File: src/rtl/mem_arbiter_if.sv
// mem_arbiter_if: bundles both requester handshakes and the memory-side
// command/read-data bus of the shared 1Kx16 memory arbiter.
// slave  = arbiter view; master = requesters + memory view.
interface mem_arbiter_if #(
    parameter int AW = 10,
    parameter int DW = 16
);
    logic          req0,   req1;
    logic          we0,    we1;
    logic [AW-1:0] addr0,  addr1;
    logic [DW-1:0] wdata0, wdata1;
    logic          ack0,   ack1;
    logic [DW-1:0] rdata0, rdata1;
    logic          err1;
    logic          mem_en;
    logic          mem_we;
    logic [AW-1:0] mem_addr;
    logic [DW-1:0] mem_wdata;
    logic [DW-1:0] mem_rdata;

    modport slave (
        input  req0, req1, we0, we1, addr0, addr1, wdata0, wdata1, mem_rdata,
        output ack0, ack1, rdata0, rdata1, err1,
               mem_en, mem_we, mem_addr, mem_wdata
    );

    modport master (
        output req0, req1, we0, we1, addr0, addr1, wdata0, wdata1, mem_rdata,
        input  ack0, ack1, rdata0, rdata1, err1,
               mem_en, mem_we, mem_addr, mem_wdata
    );
endinterface

File: src/rtl/mem_arbiter.sv
// mem_arbiter: two-port round-robin arbiter in front of a single-port
// synchronous memory. Each grant runs IDLE -> ACCESS -> RESP, one access per
// 3 cycles, with a one-cycle ack carrying captured read data.
// Optional feature macro: MEM_ARB_WRITE_PROTECT_EN -- blocks port-1 writes
// below PROT_LIMIT and flags them with err1 alongside ack1.
module mem_arbiter #(
    parameter int            AW         = 10,
    parameter int            DW         = 16,
    parameter logic [AW-1:0] PROT_LIMIT = 'h100
) (
    input  logic           clk,
    input  logic           rst,
    mem_arbiter_if.slave   bus
);
    typedef enum logic [1:0] {IDLE, ACCESS, RESP} state_t;

    state_t        state;
    logic          last_grant;  // port granted most recently; reset to 1 so port 0 wins first tie
    logic          sel;         // port owning the in-flight access
    logic          is_rd;       // in-flight access is a read
    logic          blk;         // in-flight access was suppressed by write protection

    logic          elig0, elig1, grant0, grant1;
    logic          c_we, c_blk;
    logic [AW-1:0] c_addr;
    logic [DW-1:0] c_wdata;

    // A request still high in its own ack cycle is the old one, not a new one.
    assign elig0  = bus.req0 & ~bus.ack0;
    assign elig1  = bus.req1 & ~bus.ack1;
    assign grant1 = elig1 & (~elig0 | ~last_grant);
    assign grant0 = elig0 & ~grant1;

    // Command mux for the winning port, plus the protection decision.
    always_comb begin
        c_we    = grant1 ? bus.we1    : bus.we0;
        c_addr  = grant1 ? bus.addr1  : bus.addr0;
        c_wdata = grant1 ? bus.wdata1 : bus.wdata0;
`ifdef MEM_ARB_WRITE_PROTECT_EN
        c_blk   = grant1 & bus.we1 & (bus.addr1 < PROT_LIMIT);
`else
        c_blk   = 1'b0;
`endif
    end

`ifndef MEM_ARB_WRITE_PROTECT_EN
    logic unused_prot;
    assign unused_prot = ^PROT_LIMIT;
`endif

    // Arbitration FSM with registered memory command, acks and read data.
    always_ff @(posedge clk) begin
        if (rst) begin
            state         <= IDLE;
            last_grant    <= 1'b1;
            sel           <= 1'b0;
            is_rd         <= 1'b0;
            blk           <= 1'b0;
            bus.mem_en    <= 1'b0;
            bus.mem_we    <= 1'b0;
            bus.mem_addr  <= '0;
            bus.mem_wdata <= '0;
            bus.ack0      <= 1'b0;
            bus.ack1      <= 1'b0;
            bus.err1      <= 1'b0;
            bus.rdata0    <= '0;
            bus.rdata1    <= '0;
        end else begin
            bus.ack0 <= 1'b0;
            bus.ack1 <= 1'b0;
            bus.err1 <= 1'b0;
            case (state)
                IDLE: begin
                    if (grant0 | grant1) begin
                        sel           <= grant1;
                        last_grant    <= grant1;
                        is_rd         <= ~c_we;
                        blk           <= c_blk;
                        bus.mem_en    <= ~c_blk;
                        bus.mem_we    <= c_we & ~c_blk;
                        bus.mem_addr  <= c_addr;
                        bus.mem_wdata <= c_wdata;
                        state         <= ACCESS;
                    end else begin
                        bus.mem_en <= 1'b0;
                        bus.mem_we <= 1'b0;
                    end
                end
                ACCESS: begin
                    bus.mem_en <= 1'b0;
                    bus.mem_we <= 1'b0;
                    state      <= RESP;
                end
                RESP: begin
                    if (sel) begin
                        if (is_rd) bus.rdata1 <= bus.mem_rdata;
                        bus.ack1 <= 1'b1;
                        bus.err1 <= blk;
                    end else begin
                        if (is_rd) bus.rdata0 <= bus.mem_rdata;
                        bus.ack0 <= 1'b1;
                    end
                    state <= IDLE;
                end
                default: begin
                    bus.mem_en <= 1'b0;
                    bus.mem_we <= 1'b0;
                    state      <= IDLE;
                end
            endcase
        end
    end
endmodule

File: src/flat_wrapper.sv
// flat-port wrapper written by rule: the top's interface ports become plain ports
module mem_arbiter_flat 
#(
    parameter int            AW         = 10,
    parameter int            DW         = 16,
    parameter logic [AW-1:0] PROT_LIMIT = 'h100
)
  (clk, rst, bus_req0, bus_req1, bus_we0, bus_we1, bus_addr0, bus_addr1, bus_wdata0, bus_wdata1, bus_mem_rdata, bus_ack0, bus_ack1, bus_rdata0, bus_rdata1, bus_err1, bus_mem_en, bus_mem_we, bus_mem_addr, bus_mem_wdata);
  mem_arbiter_if #(.AW(AW), .DW(DW)) bus_i ();
  input  logic clk;
  input  logic rst;
  input wire logic [$bits(bus_i.req0)-1:0] bus_req0;
  input wire logic [$bits(bus_i.req1)-1:0] bus_req1;
  input wire logic [$bits(bus_i.we0)-1:0] bus_we0;
  input wire logic [$bits(bus_i.we1)-1:0] bus_we1;
  input wire logic [$bits(bus_i.addr0)-1:0] bus_addr0;
  input wire logic [$bits(bus_i.addr1)-1:0] bus_addr1;
  input wire logic [$bits(bus_i.wdata0)-1:0] bus_wdata0;
  input wire logic [$bits(bus_i.wdata1)-1:0] bus_wdata1;
  input wire logic [$bits(bus_i.mem_rdata)-1:0] bus_mem_rdata;
  output wire logic [$bits(bus_i.ack0)-1:0] bus_ack0;
  output wire logic [$bits(bus_i.ack1)-1:0] bus_ack1;
  output wire logic [$bits(bus_i.rdata0)-1:0] bus_rdata0;
  output wire logic [$bits(bus_i.rdata1)-1:0] bus_rdata1;
  output wire logic [$bits(bus_i.err1)-1:0] bus_err1;
  output wire logic [$bits(bus_i.mem_en)-1:0] bus_mem_en;
  output wire logic [$bits(bus_i.mem_we)-1:0] bus_mem_we;
  output wire logic [$bits(bus_i.mem_addr)-1:0] bus_mem_addr;
  output wire logic [$bits(bus_i.mem_wdata)-1:0] bus_mem_wdata;
  assign bus_i.req0 = bus_req0;
  assign bus_i.req1 = bus_req1;
  assign bus_i.we0 = bus_we0;
  assign bus_i.we1 = bus_we1;
  assign bus_i.addr0 = bus_addr0;
  assign bus_i.addr1 = bus_addr1;
  assign bus_i.wdata0 = bus_wdata0;
  assign bus_i.wdata1 = bus_wdata1;
  assign bus_i.mem_rdata = bus_mem_rdata;
  assign bus_ack0 = bus_i.ack0;
  assign bus_ack1 = bus_i.ack1;
  assign bus_rdata0 = bus_i.rdata0;
  assign bus_rdata1 = bus_i.rdata1;
  assign bus_err1 = bus_i.err1;
  assign bus_mem_en = bus_i.mem_en;
  assign bus_mem_we = bus_i.mem_we;
  assign bus_mem_addr = bus_i.mem_addr;
  assign bus_mem_wdata = bus_i.mem_wdata;
  mem_arbiter #(.AW(AW), .DW(DW), .PROT_LIMIT(PROT_LIMIT)) u_core (.clk(clk), .rst(rst), .bus(bus_i));
endmodule
File: config.mk
export PLATFORM = sky130hd
export DESIGN_NAME = mem_arbiter_flat
export DESIGN_NICKNAME = d
export VERILOG_FILES = /design/src/rtl/mem_arbiter_if.sv /design/src/rtl/mem_arbiter.sv /design/src/flat_wrapper.sv
export SDC_FILE = /design/constraint.sdc
export NUM_CORES = 1
export LEC_CHECK = 0
export CAP_MARGIN = 20
export CORE_MARGIN = 2
export CORE_UTILIZATION = 40
export CTS_CLUSTER_DIAMETER = 100
export CTS_CLUSTER_SIZE = 30
export DETAILED_ROUTE_END_ITERATION = 8
export PLACE_DENSITY = 0.79
export SETUP_SLACK_MARGIN = 0.3
export SLEW_MARGIN = 5
export SYNTH_ARGS = -nofsm -noshare
export SYNTH_HDL_FRONTEND = slang
export SYNTH_SLANG_ARGS = --single-unit
File: constraint.sdc
create_clock -name clk -period 3.81 [get_ports clk]
set_clock_uncertainty 0.15 [all_clocks]
set_input_delay 0.5715 -clock clk [delete_from_list [all_inputs] [get_ports clk]]
set_output_delay 0.5715 -clock clk [all_outputs]
set_load 0.05 [all_outputs]
==> flow_summary.ini <==
[drt]
via_per_inst = 5.07
drtIter0Drc = 128
vias = 2700
drc = 0
routedWlPerCell_um = 14.4
drt-total-wl_mm = 7.68
ant_nets = 0
dr.pass1.iters = 4

[clock_network]
tritoncts = built
postCtsHoldBufs = 0
cts_root_buf = clkbuf_8
post_cts_buffers = 0
clk_latency_ps = 340
cts_htree_levels = 3
clk_pin_slew_ps = 80
cts_buffers = 9
clock_sinks = 67
clock_path_buffers = 2
cts-resized-gates = 0

[global_routing]
grt_pass1_vias = 2603
grt_max_degree = 51
antenna_found_initial = 0
overflow = 0
grt_pass1_wl_mm = 11.9
grt_usage_pct = 20.1

[power]
powerDensity_nw_per_um2 = 433
p_int_uw = 1250
p_comb_share_pct = 25.4
p_seq_share_pct = 41.9
pwr-share-clk_pct = 32.7
power_switching_share_pct = 32.0
peakVddDrop_v = 0.000259
power.switching_uw = 588
p_leak_uw = 0.00155

[worst_setup_path]
critPathKind = reg2out
cp_num_buf_inv = 1
startpoint_type = flip-flop
worstPathMaxFanout = 3
path_delay_family = buffers and inverters
cpPeakStageDelay_ps = 830
critical_path_arrival_ps = 1570
end_kind = primary output
cp_cell_sequence = clkdlybuf4s50_1
critPathRequiredTime_ps = 3090
slowest_stage = clkdlybuf4s50_1

[sta]
hold_violations = 0
finalCriticalPeriod_ps = 2290
tightest_slew_ps = 956
drv_slew = 0
fin_crit_sh_pct = 60.2
relSlewSlack_pct = 36.3
setup_ws_ps = 1520
finalSetupViolCount = 0
rsz0062_at_grt = false
clock.fmax_mhz = 436
setup_tns_ps = 0

[yosys]
synth_top_area_cell = dfxtp_1
syn_area_per_cell_um2 = 8.52
ys_seq_area_share_pct = 48.6
synth_top_area_share_pct = 48.6
synth.distinct_cells = 26
synth_common_cells = nand2_1 (95), dfxtp_1 (67), a21oi_1 (61)
synth_area_um2 = 2760
synth_area_leaders = dfxtp_1 (49%), nand2_1 (13%), a21oi_1 (11%)
post-synth-top-count-cell = nand2_1
synth_edf_count = 0
synth_ff_type = dfxtp_1
async_flop_share_pct = 0
ys_seq_elements = 67
synth_cells = 324
synthesis.nets = 398
synth_warnings = 0

[die]
dieArea_um2 = 7580
fp.dieH_um = 87.1
ios = 137
initial_core_util_pct = 41.1
die-width_um = 87.1
fp.coreArea_um2 = 6720
rows = 30

[placement]
port-buffer-count = 135
dp_hpwl_mm = 5.35
gp_congestion = 0.741
place_ws_ps = 1190

[job]
maxCapViolCount = 0

[final_layout]
diodes = 0
syn_to_final_growth_pct = 54.0
num-nets-final = 522
drive_gt1_share_pct = 9.93

[min_path]
hold_path.class = reg2reg

[outcome]
status = finished, final reports clean
worst paths after layout:
kind | start | to | slack (ps) | cells after the start
setup / recovery | u_core.bus.ack1 | bus_ack1 | 1520 | 1
hold / removal | u_core.bus.rdata1[6] | u_core.bus.rdata1[6] | 310 | 2
setup reg to reg | u_core.bus.ack0 | u_core.bus.mem_wdata[15] | 1930 | 4
hold reg to reg | u_core.bus.rdata1[6] | u_core.bus.rdata1[6] | 310 | 2
layout make-up:
type                    count  area [um2]
clock inverters             6        65.1
well taps                  80         100
flip-flops and latches     67        1340
repair buffers            138        1370
clock buffers              10         138
fillers                   577        2470
multi-input cells         232        1240
cell families (layout without fill, tap and decap cells):
group	Yosys count	after routing	share of synthesized area, %
flops	67	67	48.6
simple gates	137	137	20.8
compound gates	93	93	23.6
other cells	1	1	0.136
buf+inv	25	154	6.53
mux	1	1	0.363
per-stage QoR:
step | hold WS (ps) | total power (uW) | instance area (um2) | util, % | instances
after floorplan | 294 | 1080 | 2760 | - | 324
after global placement | 291 | 1250 | 4050 | 60.3 | 517
after detailed placement | 297 | 1250 | 4050 | 60.3 | 517
after CTS | 307 | 1850 | 4250 | 63.3 | 533
after global routing | 325 | 1910 | 4250 | 63.3 | 533
final | 305 | 1840 | 4250 | 63.3 | 533
power by group through the flow:
stage / combinational [uW] / sequential (uW) / clock (uW)
CTS: 470 / 771 / 612
global placement: 462 / 784 / 0
global route: 495 / 777 / 639
detailed placement: 468 / 786 / 0
floorplan: 167 / 916 / 0
finish: 467 / 771 / 602
flip-flops by register name, indices dropped and copies added (netlist names):
signal / cells
u_core.bus.mem_addr: 10
u_core.bus.mem_we: 1
u_core.bus.ack1: 1
u_core.is_rd: 1
u_core.bus.rdata0: 16
u_core.bus.rdata1: 16
u_core.bus.mem_wdata: 16
u_core.bus.mem_en: 1
u_core.last_grant: 1
u_core.sel: 1
u_core.bus.ack0: 1
u_core.state: 2
layout by cell type (no fill, tap or decap), drive strengths merged:
cell	instances
dfxtp	67
a21o	2
nand3	2
nor2b	2
conb	1
nand2b	1
nand3b	1
buf	4
clkbuf	10
o31ai	1
and3b	1
bufinv	1
and2b	1
o21ai	1
o21a	1
clkinvlp	1
a211oi	26
and3	2
nand2	95
nor3b	2
clkinv	4
clkdlybuf4s50	134
nor2	30
a21oi	62
mux2i	1
layer usage:
metal | share of wire, % | GRT usage, %
met3 | 4.1 | 3.13
met4 | 2.3 | 9.52
met1 | 42 | 23.8
met5 | 0 | 0
met2 | 51 | 35.3
Note: power is estimated with default switching activity, not from simulation.
